`src/rtl/cool_heat_system.sv`:
```
// rtl/cool_heat_system.sv - cool/heat actuator: soft-ramped power, break-before-make mode, PWM fan drive
module cool_heat_system #(
  parameter int CNT_W = 8,
  parameter int PWR_W = 4
) (
  input  logic             clk,
  input  logic             arst,
  input  logic [7:0]       speed,
  input  logic [7:0]       chs_conf,
  output logic [PWR_W-1:0] chs_power,
  output logic             chs_mode,
  output logic             pwm_data
);

  logic [CNT_W-1:0] cnt_q, cnt_d;
  logic [CNT_W-1:0] duty_q, duty_d;
  logic [PWR_W-1:0] power_q, power_d;
  logic             mode_q, mode_d;
  logic             pwm_q, pwm_d;

  logic             tick;
  logic [PWR_W-1:0] target;
  logic             req;

  assign tick   = (cnt_q == {CNT_W{1'b1}});
  assign target = PWR_W'(chs_conf[3:0]);
  assign req    = chs_conf[4];

  always_comb begin
    cnt_d  = cnt_q + 1'b1;
    // Duty is only reloaded at the period boundary so a mid-period speed change cannot glitch the output.
    duty_d = tick ? CNT_W'(speed) : duty_q;
    pwm_d  = (power_q != '0) && (cnt_q < duty_q);
  end

  always_comb begin
    power_d = power_q;
    mode_d  = mode_q;
    if (tick) begin
      if (req != mode_q) begin
        // Break-before-make: drain power fully before flipping the mode.
        if (power_q != '0) begin
          power_d = power_q - 1'b1;
        end else begin
          mode_d = req;
        end
      end else if (power_q < target) begin
        power_d = power_q + 1'b1;
      end else if (power_q > target) begin
        power_d = power_q - 1'b1;
      end
    end
  end

  always_ff @(posedge clk) begin
    if (arst) begin
      cnt_q   <= '0;
      duty_q  <= '0;
      power_q <= '0;
      mode_q  <= 1'b0;
      pwm_q   <= 1'b0;
    end else begin
      cnt_q   <= cnt_d;
      duty_q  <= duty_d;
      power_q <= power_d;
      mode_q  <= mode_d;
      pwm_q   <= pwm_d;
    end
  end

  assign chs_power = power_q;
  assign chs_mode  = mode_q;
  assign pwm_data  = pwm_q;

endmodule

```
`config.mk`:
```
export PLATFORM = sky130hd
export DESIGN_NAME = cool_heat_system
export DESIGN_NICKNAME = d
export VERILOG_FILES = /design/src/rtl/cool_heat_system.sv
export SDC_FILE = /design/constraint.sdc
export NUM_CORES = 1
export LEC_CHECK = 0
export ABC_CLOCK_PERIOD_IN_PS = 1950
export BUFFER_PORTS_ARGS = -buffer_cell sky130_fd_sc_hd__buf_2
export CAP_MARGIN = 0
export CORE_ASPECT_RATIO = 1.25
export CORE_MARGIN = 3
export CORE_UTILIZATION = 45
export CTS_BUF_LIST = sky130_fd_sc_hd__clkbuf_4
export DETAILED_ROUTE_END_ITERATION = 12
export PLACE_DENSITY = 0.69
export SYNTH_ARGS = -nofsm -noshare
export SYNTH_HDL_FRONTEND = slang
export SYNTH_SLANG_ARGS = --single-unit
```
`constraint.sdc`:
```
create_clock -name clk -period 1.95 [get_ports clk]
set_input_delay 0.39 -clock clk [delete_from_list [all_inputs] [get_ports clk]]
set_output_delay 0.39 -clock clk [all_outputs]
set_load 0.01 [all_outputs]
```
==> results of run 1 <==
==> final timing paths <==
path                                                  end  cells after the start                      start  slack, ps
worst max-delay path            chs_power[2]$_SDFFE_PP0P_                      7  chs_power[1]$_SDFFE_PP0P_        120
worst min-delay path               duty_q[1]$_SDFFE_PP0N_                      3                   speed[1]        320
worst max register to register  chs_power[2]$_SDFFE_PP0P_                      7  chs_power[1]$_SDFFE_PP0P_        120
worst min register to register        cnt_q[0]$_SDFF_PP0_                      1        cnt_q[0]$_SDFF_PP0_        480
==> repair_timing <==
action / in CTS / in global routing
hold endpoints to repair: 0 / 0
gates resized for setup: 0 / 1
endpoints found under the setup margin: 0 / 2
==> cell families after synthesis <==
group,synth area share
xor+xnor,0.03428
compound gates,0.1440
mux,0.08815
simple gates,0.1920
buf+inv,0.04996
flops,0.3448
fa+ha+maj,0.1469
==> layer usage <==
layer	part of all wire	vias to the layer above
li1	-	544
met1	0.43	481
met2	0.53	17
met3	0.037	2
met4	0.0070	0
met5	0	-
==> cells in the final DEF (no fill, tap or decap), types with 2 or more instances in the layout <==
master / n
buf_4: 4
a21o_1: 2
nand2_1: 3
o21ai_0: 7
nand3_1: 5
dfxtp_1: 21
nor2_1: 16
a31oi_1: 2
mux2i_1: 9
ha_1: 15
a21oi_1: 6
xor2_1: 4
or3_1: 3
clkbuf_4: 3
inv_1: 13
buf_2: 20
nor2b_1: 3
nor3_1: 2
nand4_1: 4
and2_2: 2
==> registers in the layout (all words and copies together), names as in the netlist <==
name,count
duty_q,8
cnt_q,8
chs_power,4
chs_mode,1
pwm_data,1
==> cell type report <==
cell class | count | area (sq um)
flip-flops and latches | 22 | 441.7
clock buffers | 3 | 22.52
repair buffers | 24 | 130.1
inverters | 13 | 48.80
multi-input cells | 103 | 773.2
fillers | 248 | 1247
well taps | 34 | 42.54
==> stage by stage <==
| step | setup WS, ps | area [sq um] | hold slack, ps | utilization | TNS (ps) |
|---|---|---|---|---|---|
| 3_5_place_dp | -89.58 | 1435 | 451.0 | 0.5303 | -152.0 |
| 2_1_floorplan | 50.82 | 1277 | 425.2 | - | 0 |
| 5_1_grt | 24.27 | 1459 | 333.6 | 0.5391 | 0 |
| 3_3_place_gp | -44.28 | 1435 | 436.6 | 0.5303 | -44.28 |
| 6_report | 116.9 | 1459 | 322.8 | 0.5391 | 0 |
| 4_1_cts | 96.62 | 1458 | 316.6 | 0.5386 | 0 |
==> worst reg2reg max path, cell delays in order, from the launching register on <==
cell and delay (ps):
dfxtp_1 330, ha_1 280, nor2b_1 160, o31ai_2 170
buf_4 170, nand3_1 90, a211oi_2 190, mux2_1 340
==> power by group <==
| group | switching [W] | internal (W) | total (W) |
|---|---|---|---|
| logic | 0.0000334 | 0.0000309 | 0.0000643 |
| clock network | 0.000130 | 0.0000721 | 0.000202 |
| registers | 0.00000499 | 0.000454 | 0.000459 |
| total | 0.000168 | 0.000557 | 0.000725 |
==> impl_metrics.py, run 1 <==
metrics = {
    "clock_tree": {
        "clk-insertion-delay-late_ps": 300,
        "cts_sinks": 22,
        "cts_root_buf": "clkbuf_4",
        "cts_tree": "done",
        "htreeDepth": 1,
        "hold_buffers": 0,
        "cts.clk_slew.worst_paths_ps": 120,
        "cts_setup_buffers": 0,
        "cts_buffers": 3,
        "cts_max_path_buffers": 2,
    },
    "drt": {
        "drc": 0,
        "wl_per_cell_um": 12.20,
        "drt-initial-drc-count": 33,
        "vias": 1044,
        "vias_per_cell": 5.246,
        "drt.antenna.violating_nets": 0,
        "firstDrtPassIters": 4,
        "wl_mm": 2.427,
    },
    "sta": {
        "hold_viol": 0,
        "finalCriticalPeriod_ps": 1833,
        "slew_headroom": 0.7181,
        "skew_ps": 4.796,
        "slew_violations": 0,
        "fmax_mhz": 545.5,
        "tightest_slew_ps": 422.8,
        "rsz0062_at_grt": "false",
        "finalSetupViolCount": 0,
        "finalCritPeriodShare": 0.9401,
    },
    "grt": {
        "grt-ovfl-total": 0,
        "grt_pass1_vias": 1064,
        "grt_use_met1": 0.1913,
        "grt_pass1_wl_mm": 4.271,
        "grt_max_degree": 25,
        "track_usage": 0.1585,
        "grt_antenna_before_repair": 0,
        "use_met2": 0.2822,
        "top_usage_layer": "met2",
        "grt_util_met3": 0.02721,
    },
    "logic_synthesis": {
        "postSynthCellCount": 141,
        "synth-async-reset-ratio": 0,
        "synth_top_cell_by_area": "dfxtp_1",
        "synth_edf_count": 0,
        "synthDistinctLibCells": 39,
        "synth_warnings": 0,
        "syn_nets": 174,
        "seq_area_frac_synth": 0.3448,
        "synthFlopType": "dfxtp_1",
        "synth.top_cell.area_share": 0.3448,
        "synthTopCellsByCount": "22 x dfxtp_1, 16 x nor2_1, 15 x ha_1",
        "synth_area_sq_um": 1277,
        "ys_seq_elements": 22,
        "synth.top_cells.by_area": "dfxtp_1 34%, ha_1 15%, mux2i_1 7.1%",
        "avgSynthCellArea_sq_um": 9.060,
        "synth.most_common_cell": "dfxtp_1",
    },
    "floorplanning": {
        "die_area_sq_um": 3518,
        "rows": 21,
        "dieHeight_um": 65.57,
        "initial_utilization": 0.4720,
        "fp.dieW_um": 53.66,
        "coreArea_sq_um": 2706,
        "io_pins": 24,
    },
    "pwr": {
        "power.total_w": 0.0007254,
        "leakagePower_nw": 0.6344,
        "power_per_cell_area_nw_per_um2": 497.2,
        "ir_drop_mv": 0.5085,
    },
    "finish": {
        "layout.cells.non_filler": 199,
        "drive_gt1_frac": 0.2424,
        "antenna_cells": 0,
        "area_growth_pct": 14.20,
        "nets": 200,
    },
    "setup_path": {
        "max_stage_delay_ps": 340,
        "endpoint_kind": "register",
        "crit_type": "reg2reg",
        "path_buf_inv": 1,
        "cp.required_ps": 2150,
        "startpoint_type": "register",
        "critPathMaxFanout": 4,
        "arrival_ps": 2030,
        "path_cells": "ha_1, nor2b_1, o31ai_2, buf_4, nand3_1, a211oi_2, mux2_1",
        "cp_slowest_cell": "mux2_1",
        "cp_top_family": "compound AO/OA/AOI/OAI gates",
    },
    "placed_design": {
        "place_hpwl_mm": 1.950,
        "io_buffers": 20,
        "dp_cells": 196,
        "gp_congestion": 0.7793,
    },
    "run": {
        "maxCapViolations": 0,
    },
    "worst_hold_path": {
        "hold_class": "in2reg",
    },
    "outcome": {
        "outcome": "finished clean",
    },
}
Power figures use the tool's default switching activity.
==> inputs of run 2 (changes only) <==
--- a/config.mk
+++ b/config.mk
@@ -13,7 +13,7 @@
 export CORE_UTILIZATION = 45
 export CTS_BUF_LIST = sky130_fd_sc_hd__clkbuf_4
 export DETAILED_ROUTE_END_ITERATION = 12
-export PLACE_DENSITY = 0.69
+export PLACE_DENSITY = 0.75
 export SYNTH_ARGS = -nofsm -noshare
 export SYNTH_HDL_FRONTEND = slang
 export SYNTH_SLANG_ARGS = --single-unit
==> run 2 against run 1 <==
Effect of this change: first-iteration DRC count down 67%; via count is 1.6% lower; hold slack got worse by 13 ps; wire length shrank 1.1%; die area unchanged; clock-buffer cell count stayed put; highest routed layer unchanged.
==> impl_metrics.py, run 2 (synthesis gave the netlist of run 1 again) <==
metrics = {
    "outcome": {
        "outcome": "finished clean",
    },
    "worst_hold_path": {
        "hold_class": "in2reg",
    },
    "placed_design": {
        "place_area_sq_um": 1435,
        "dp_cells": 196,
        "place_hpwl_mm": 1.935,
        "io_buffers": 20,
        "gp_congestion": 0.8116,
    },
    "setup_path": {
        "crit_type": "reg2reg",
        "critPathMaxFanout": 4,
        "max_stage_delay_ps": 340,
        "endpoint_kind": "register",
        "path_buf_inv": 1,
        "cp_top_family": "compound AO/OA/AOI/OAI gates",
        "cp_slowest_cell": "dfxtp_1",
        "arrival_ps": 2080,
        "startpoint_type": "register",
        "cp.required_ps": 2160,
        "path_cells": "ha_1, nor2b_1, o31ai_2, buf_4, nand3_1, a211oi_2, mux2_1",
    },
    "clock_tree": {
        "htreeDepth": 1,
        "cts_root_buf": "clkbuf_4",
        "cts_buffers": 3,
        "clk-insertion-delay-late_ps": 310,
        "cts_sinks": 22,
        "cts.clk_slew.worst_paths_ps": 110,
        "cts_max_path_buffers": 2,
        "hold_buffers": 0,
        "cts_setup_buffers": 0,
        "cts_resized": 0,
        "cts_tree": "done",
    },
    "pwr": {
        "power_per_cell_area_nw_per_um2": 498.4,
        "power.total_w": 0.0007283,
        "leakagePower_nw": 0.6355,
        "ir_drop_mv": 0.4234,
    },
    "floorplanning": {
        "coreArea_sq_um": 2706,
        "fp.dieW_um": 53.66,
        "dieHeight_um": 65.57,
        "rows": 21,
        "io_pins": 24,
        "die_area_sq_um": 3518,
        "initial_utilization": 0.4720,
    },
    "drt": {
        "wl_mm": 2.400,
        "drc": 0,
        "drt-initial-drc-count": 11,
        "vias_per_cell": 5.135,
        "firstDrtPassIters": 4,
        "vias": 1027,
        "drt.antenna.violating_nets": 0,
        "wl_per_cell_um": 12.00,
    },
    "finish": {
        "drive_gt1_frac": 0.2349,
        "layout_commonest_cell": "dfxtp_1",
        "final_cell_mix": "22 x dfxtp_1, 20 x buf_2, 16 x nor2_1",
        "postLayoutCellArea_sq_um": 1461,
        "layout.cells.non_filler": 200,
        "finish.utilization": 0.5400,
        "antenna_cells": 0,
        "nets": 200,
        "fillerInstances": 260,
        "area_growth_pct": 14.40,
    },
    "sta": {
        "rsz0062_at_grt": "false",
        "tightest_slew_ps": 408.8,
        "finalSetupTns_ps": 0,
        "finalCriticalPeriod_ps": 1869,
        "hold_viol": 0,
        "finalCritPeriodShare": 0.9584,
        "slew_violations": 0,
        "fmax_mhz": 535.1,
        "skew_ps": 3.210,
        "slew_headroom": 0.7274,
        "finalSetupViolCount": 0,
    },
    "grt": {
        "grt_pass1_vias": 1025,
        "grt-ovfl-total": 0,
        "track_usage": 0.1544,
        "grt_pass1_wl_mm": 4.105,
        "grt_max_degree": 25,
        "grt_antenna_before_repair": 0,
    },
    "run": {
        "maxCapViolations": 0,
    },
}
## run 2: per-layer routing
metal / vias up / routed length [um] / GRT usage
li1: 547 / - / -
met1: 454 / 984 / 0.1791
met4: 0 / 41 / 0.08307
met5: - / 0 / 0
met3: 5 / 79 / 0.01587
met2: 21 / 1295 / 0.2684
## run 2: worst register-to-register path, cell delays in order (launching register included)
cell and delay [ps]:
dfxtp_1 340, ha_1 290, nor2b_1 160, o31ai_2 180, buf_4 170, nand3_1 90
a211oi_2 220, mux2_1 330
## run 2: final cells by class
class	instances	area (sq um)	area share
Clock buffer	3	22.52	0.01541
Clock inverter	1	3.754	0.002568
Inverter	13	48.80	0.03339
Multi-Input combinational cell	103	773.2	0.5291
Sequential cell	22	440.4	0.3014
Tap cell	34	42.54	0.02911
Timing Repair Buffer	24	130.1	0.08904
## run 2: path summary, 6_finish.rpt
kind / startpoint / endpoint / slack [ps] / cells after the start
setup / recovery: chs_power[1]$_SDFFE_PP0P_ / chs_power[2]$_SDFFE_PP0P_ / 80 / 7
setup reg to reg: chs_power[1]$_SDFFE_PP0P_ / chs_power[2]$_SDFFE_PP0P_ / 80 / 7
hold / removal: speed[4] / duty_q[4]$_SDFFE_PP0N_ / 310 / 3
hold reg to reg: cnt_q[0]$_SDFF_PP0_ / cnt_q[0]$_SDFF_PP0_ / 470 / 1
## run 2: where the power goes
| group | total [W] | leakage [nW] | switching [W] | internal [W] |
|---|---|---|---|---|
| registers | 0.000460 | 0.178 | 0.00000539 | 0.000455 |
| clock network | 0.000206 | 0.0154 | 0.000131 | 0.0000748 |
| logic | 0.0000621 | 0.442 | 0.0000316 | 0.0000305 |
## run 2: stage by stage
stage	hold WS, ps	setup slack [ps]
finish	310.2	81.18
global placement	443.3	-57.73
global route	332.2	2.774
floorplan	425.2	50.82
CTS	305.8	78.33
detailed placement	447.8	-103.9
==> inputs of run 3 (changes only) <==
--- a/config.mk
+++ b/config.mk
@@ -13,7 +13,7 @@
 export CORE_UTILIZATION = 45
 export CTS_BUF_LIST = sky130_fd_sc_hd__clkbuf_4
 export DETAILED_ROUTE_END_ITERATION = 12
-export PLACE_DENSITY = 0.75
+export PLACE_DENSITY_LB_ADDON = 0.2
 export SYNTH_ARGS = -nofsm -noshare
 export SYNTH_HDL_FRONTEND = slang
 export SYNTH_SLANG_ARGS = --single-unit
==> run 3 against run 2 <==
Effect of this change: global-route usage grew 1.0 points; hold slack gained 14 ps; critical path type unchanged; wire length up 3.9%; sequential cell count stayed put.
==> impl_metrics.py, run 3 (synthesis gave the netlist of run 1 again) <==
metrics = {
    "outcome": {
        "outcome": "finished clean",
    },
    "drt": {
        "firstDrtPassIters": 4,
        "wl_per_cell_um": 12.34,
        "wl_mm": 2.493,
        "vias_per_cell": 5.262,
        "drt-initial-drc-count": 17,
        "drc": 0,
        "vias": 1063,
        "drt.antenna.violating_nets": 0,
    },
    "setup_path": {
        "path_cells": "ha_4, nor2b_2, o31ai_2, buf_4, nand3_1, a211oi_2, mux2_1",
        "critPathLaunch": "chs_power[1]$_SDFFE_PP0P_",
        "ff2ff_setup_slack_ps": 100,
        "max_stage_delay_ps": 370,
        "cp_top_family": "compound AO/OA/AOI/OAI gates",
        "cp_slowest_cell": "dfxtp_2",
        "startpoint_type": "register",
        "critPathMaxFanout": 4,
        "path_buf_inv": 1,
        "arrival_ps": 2050,
        "r2r_end": "chs_power[2]$_SDFFE_PP0P_",
        "worst_r2r_path_depth": 7,
        "cp.required_ps": 2150,
        "r2r_start": "chs_power[1]$_SDFFE_PP0P_",
        "endpoint_kind": "register",
        "crit_type": "reg2reg",
    },
    "clock_tree": {
        "cts_max_path_buffers": 2,
        "cts.clk_slew.worst_paths_ps": 110,
        "clk-insertion-delay-late_ps": 290,
        "htreeDepth": 1,
        "cts_sinks": 22,
        "cts_buffers": 3,
        "cts_root_buf": "clkbuf_4",
        "cts_tree": "done",
    },
    "pwr": {
        "power.total_w": 0.0007273,
        "power_per_cell_area_nw_per_um2": 485.2,
        "ir_drop_mv": 0.3971,
        "leakagePower_nw": 0.6496,
    },
    "grt": {
        "grt-ovfl-total": 0,
        "track_usage": 0.1645,
        "grt_pass1_vias": 1075,
        "grt_antenna_before_repair": 0,
        "grt_max_degree": 16,
        "grt_pass1_wl_mm": 4.450,
    },
    "placed_design": {
        "gp_congestion": 0.8015,
        "dp_slack_ps": -138.8,
        "dp_cells": 198,
        "io_buffers": 20,
        "place_hpwl_mm": 2.045,
    },
    "floorplanning": {
        "die_area_sq_um": 3518,
        "fp.dieW_um": 53.66,
        "rows": 21,
        "dieHeight_um": 65.57,
        "initial_utilization": 0.4720,
        "io_pins": 24,
        "coreArea_sq_um": 2706,
    },
    "finish": {
        "final_cell_mix": "20 x dfxtp_1, 20 x buf_2, 16 x nor2_1",
        "nets": 202,
        "antenna_cells": 0,
        "area_growth_pct": 17.34,
        "fillerInstances": 248,
        "drive_gt1_frac": 0.2798,
        "layout.cells.non_filler": 202,
    },
    "sta": {
        "skew_ps": 1.527,
        "finalCriticalPeriod_ps": 1854,
        "rsz0062_at_grt": "false",
        "hold_viol": 0,
        "slew_headroom": 0.8121,
        "finalWorstSetupSlack_ps": 96.26,
        "tightest_slew_ps": 280.8,
        "finalSetupViolCount": 0,
        "hold_ws_ps": 323.7,
        "slew_violations": 0,
        "fmax_mhz": 539.5,
        "finalCritPeriodShare": 0.9506,
    },
    "worst_hold_path": {
        "holdPathEnd": "duty_q[5]$_SDFFE_PP0N_",
        "hold_start": "speed[5]",
        "holdPathStages": 3,
        "hold_class": "in2reg",
    },
    "run": {
        "maxCapViolations": 0,
    },
}
==> run 3: metrics by stage <==
| step | TNS, ps | instance area (sq um) | utilization |
|---|---|---|---|
| 6_report | 0 | 1499 | 0.5539 |
| 3_3_place_gp | -85.01 | 1450 | 0.5358 |
| 5_1_grt | 0 | 1499 | 0.5539 |
| 3_5_place_dp | -195.5 | 1450 | 0.5358 |
| 2_1_floorplan | 0 | 1277 | - |
| 4_1_cts | 0 | 1476 | 0.5455 |
==> run 3: worst max path at each step <==
| stage | slack (ps) | cells past startpoint | to |
|---|---|---|---|
| floorplan | 50 | 6 | chs_power[2]$_SDFFE_PP0P_ |
| global placement | -80 | 9 | chs_power[2]$_SDFFE_PP0P_ |
| detailed placement | -140 | 9 | chs_power[2]$_SDFFE_PP0P_ |
| CTS | 20 | 7 | chs_power[2]$_SDFFE_PP0P_ |
| global route | 50 | 7 | chs_power[2]$_SDFFE_PP0P_ |
| finish | 100 | 7 | chs_power[2]$_SDFFE_PP0P_ |
==> run 3: report_power, final <==
part           internal (W)  switching, W
registers          0.000454    0.00000506
clock network     0.0000745      0.000127
logic             0.0000332     0.0000335
==> run 3: timing repair <==
action,4_1_cts,5_1_grt
hold buffers,0,0
setup buffers,0,0
setup endpoints to repair,0,2
resized for setup,0,6
==> run 3: tightest hold or removal path, delay by kind of cell <==
kind	cells	cell delay [ps]
buffers and inverters	1	70
muxes	1	50
and+or+nand+nor	1	70
==> run 3: routing by layer <==
| layer | up-vias | GRT usage | wire length (um) |
|---|---|---|---|
| li1 | 546 | - | - |
| met2 | 18 | 0.3067 | 1337 |
| met5 | - | 0 | 0 |
| met3 | 4 | 0.01361 | 90 |
| met1 | 495 | 0.1873 | 1040 |
| met4 | 0 | 0.05751 | 24 |
==> run 3: layout make-up <==
| type | count | area [sq um] | area share |
|---|---|---|---|
| Multi-Input combinational cell | 103 | 793.3 | 0.5292 |
| Clock buffer | 3 | 22.52 | 0.01503 |
| Timing Repair Buffer | 26 | 145.1 | 0.09683 |
| Sequential cell | 22 | 442.9 | 0.2955 |
| Clock inverter | 1 | 3.754 | 0.002504 |
| Tap cell | 34 | 42.54 | 0.02838 |
| Inverter | 13 | 48.80 | 0.03255 |
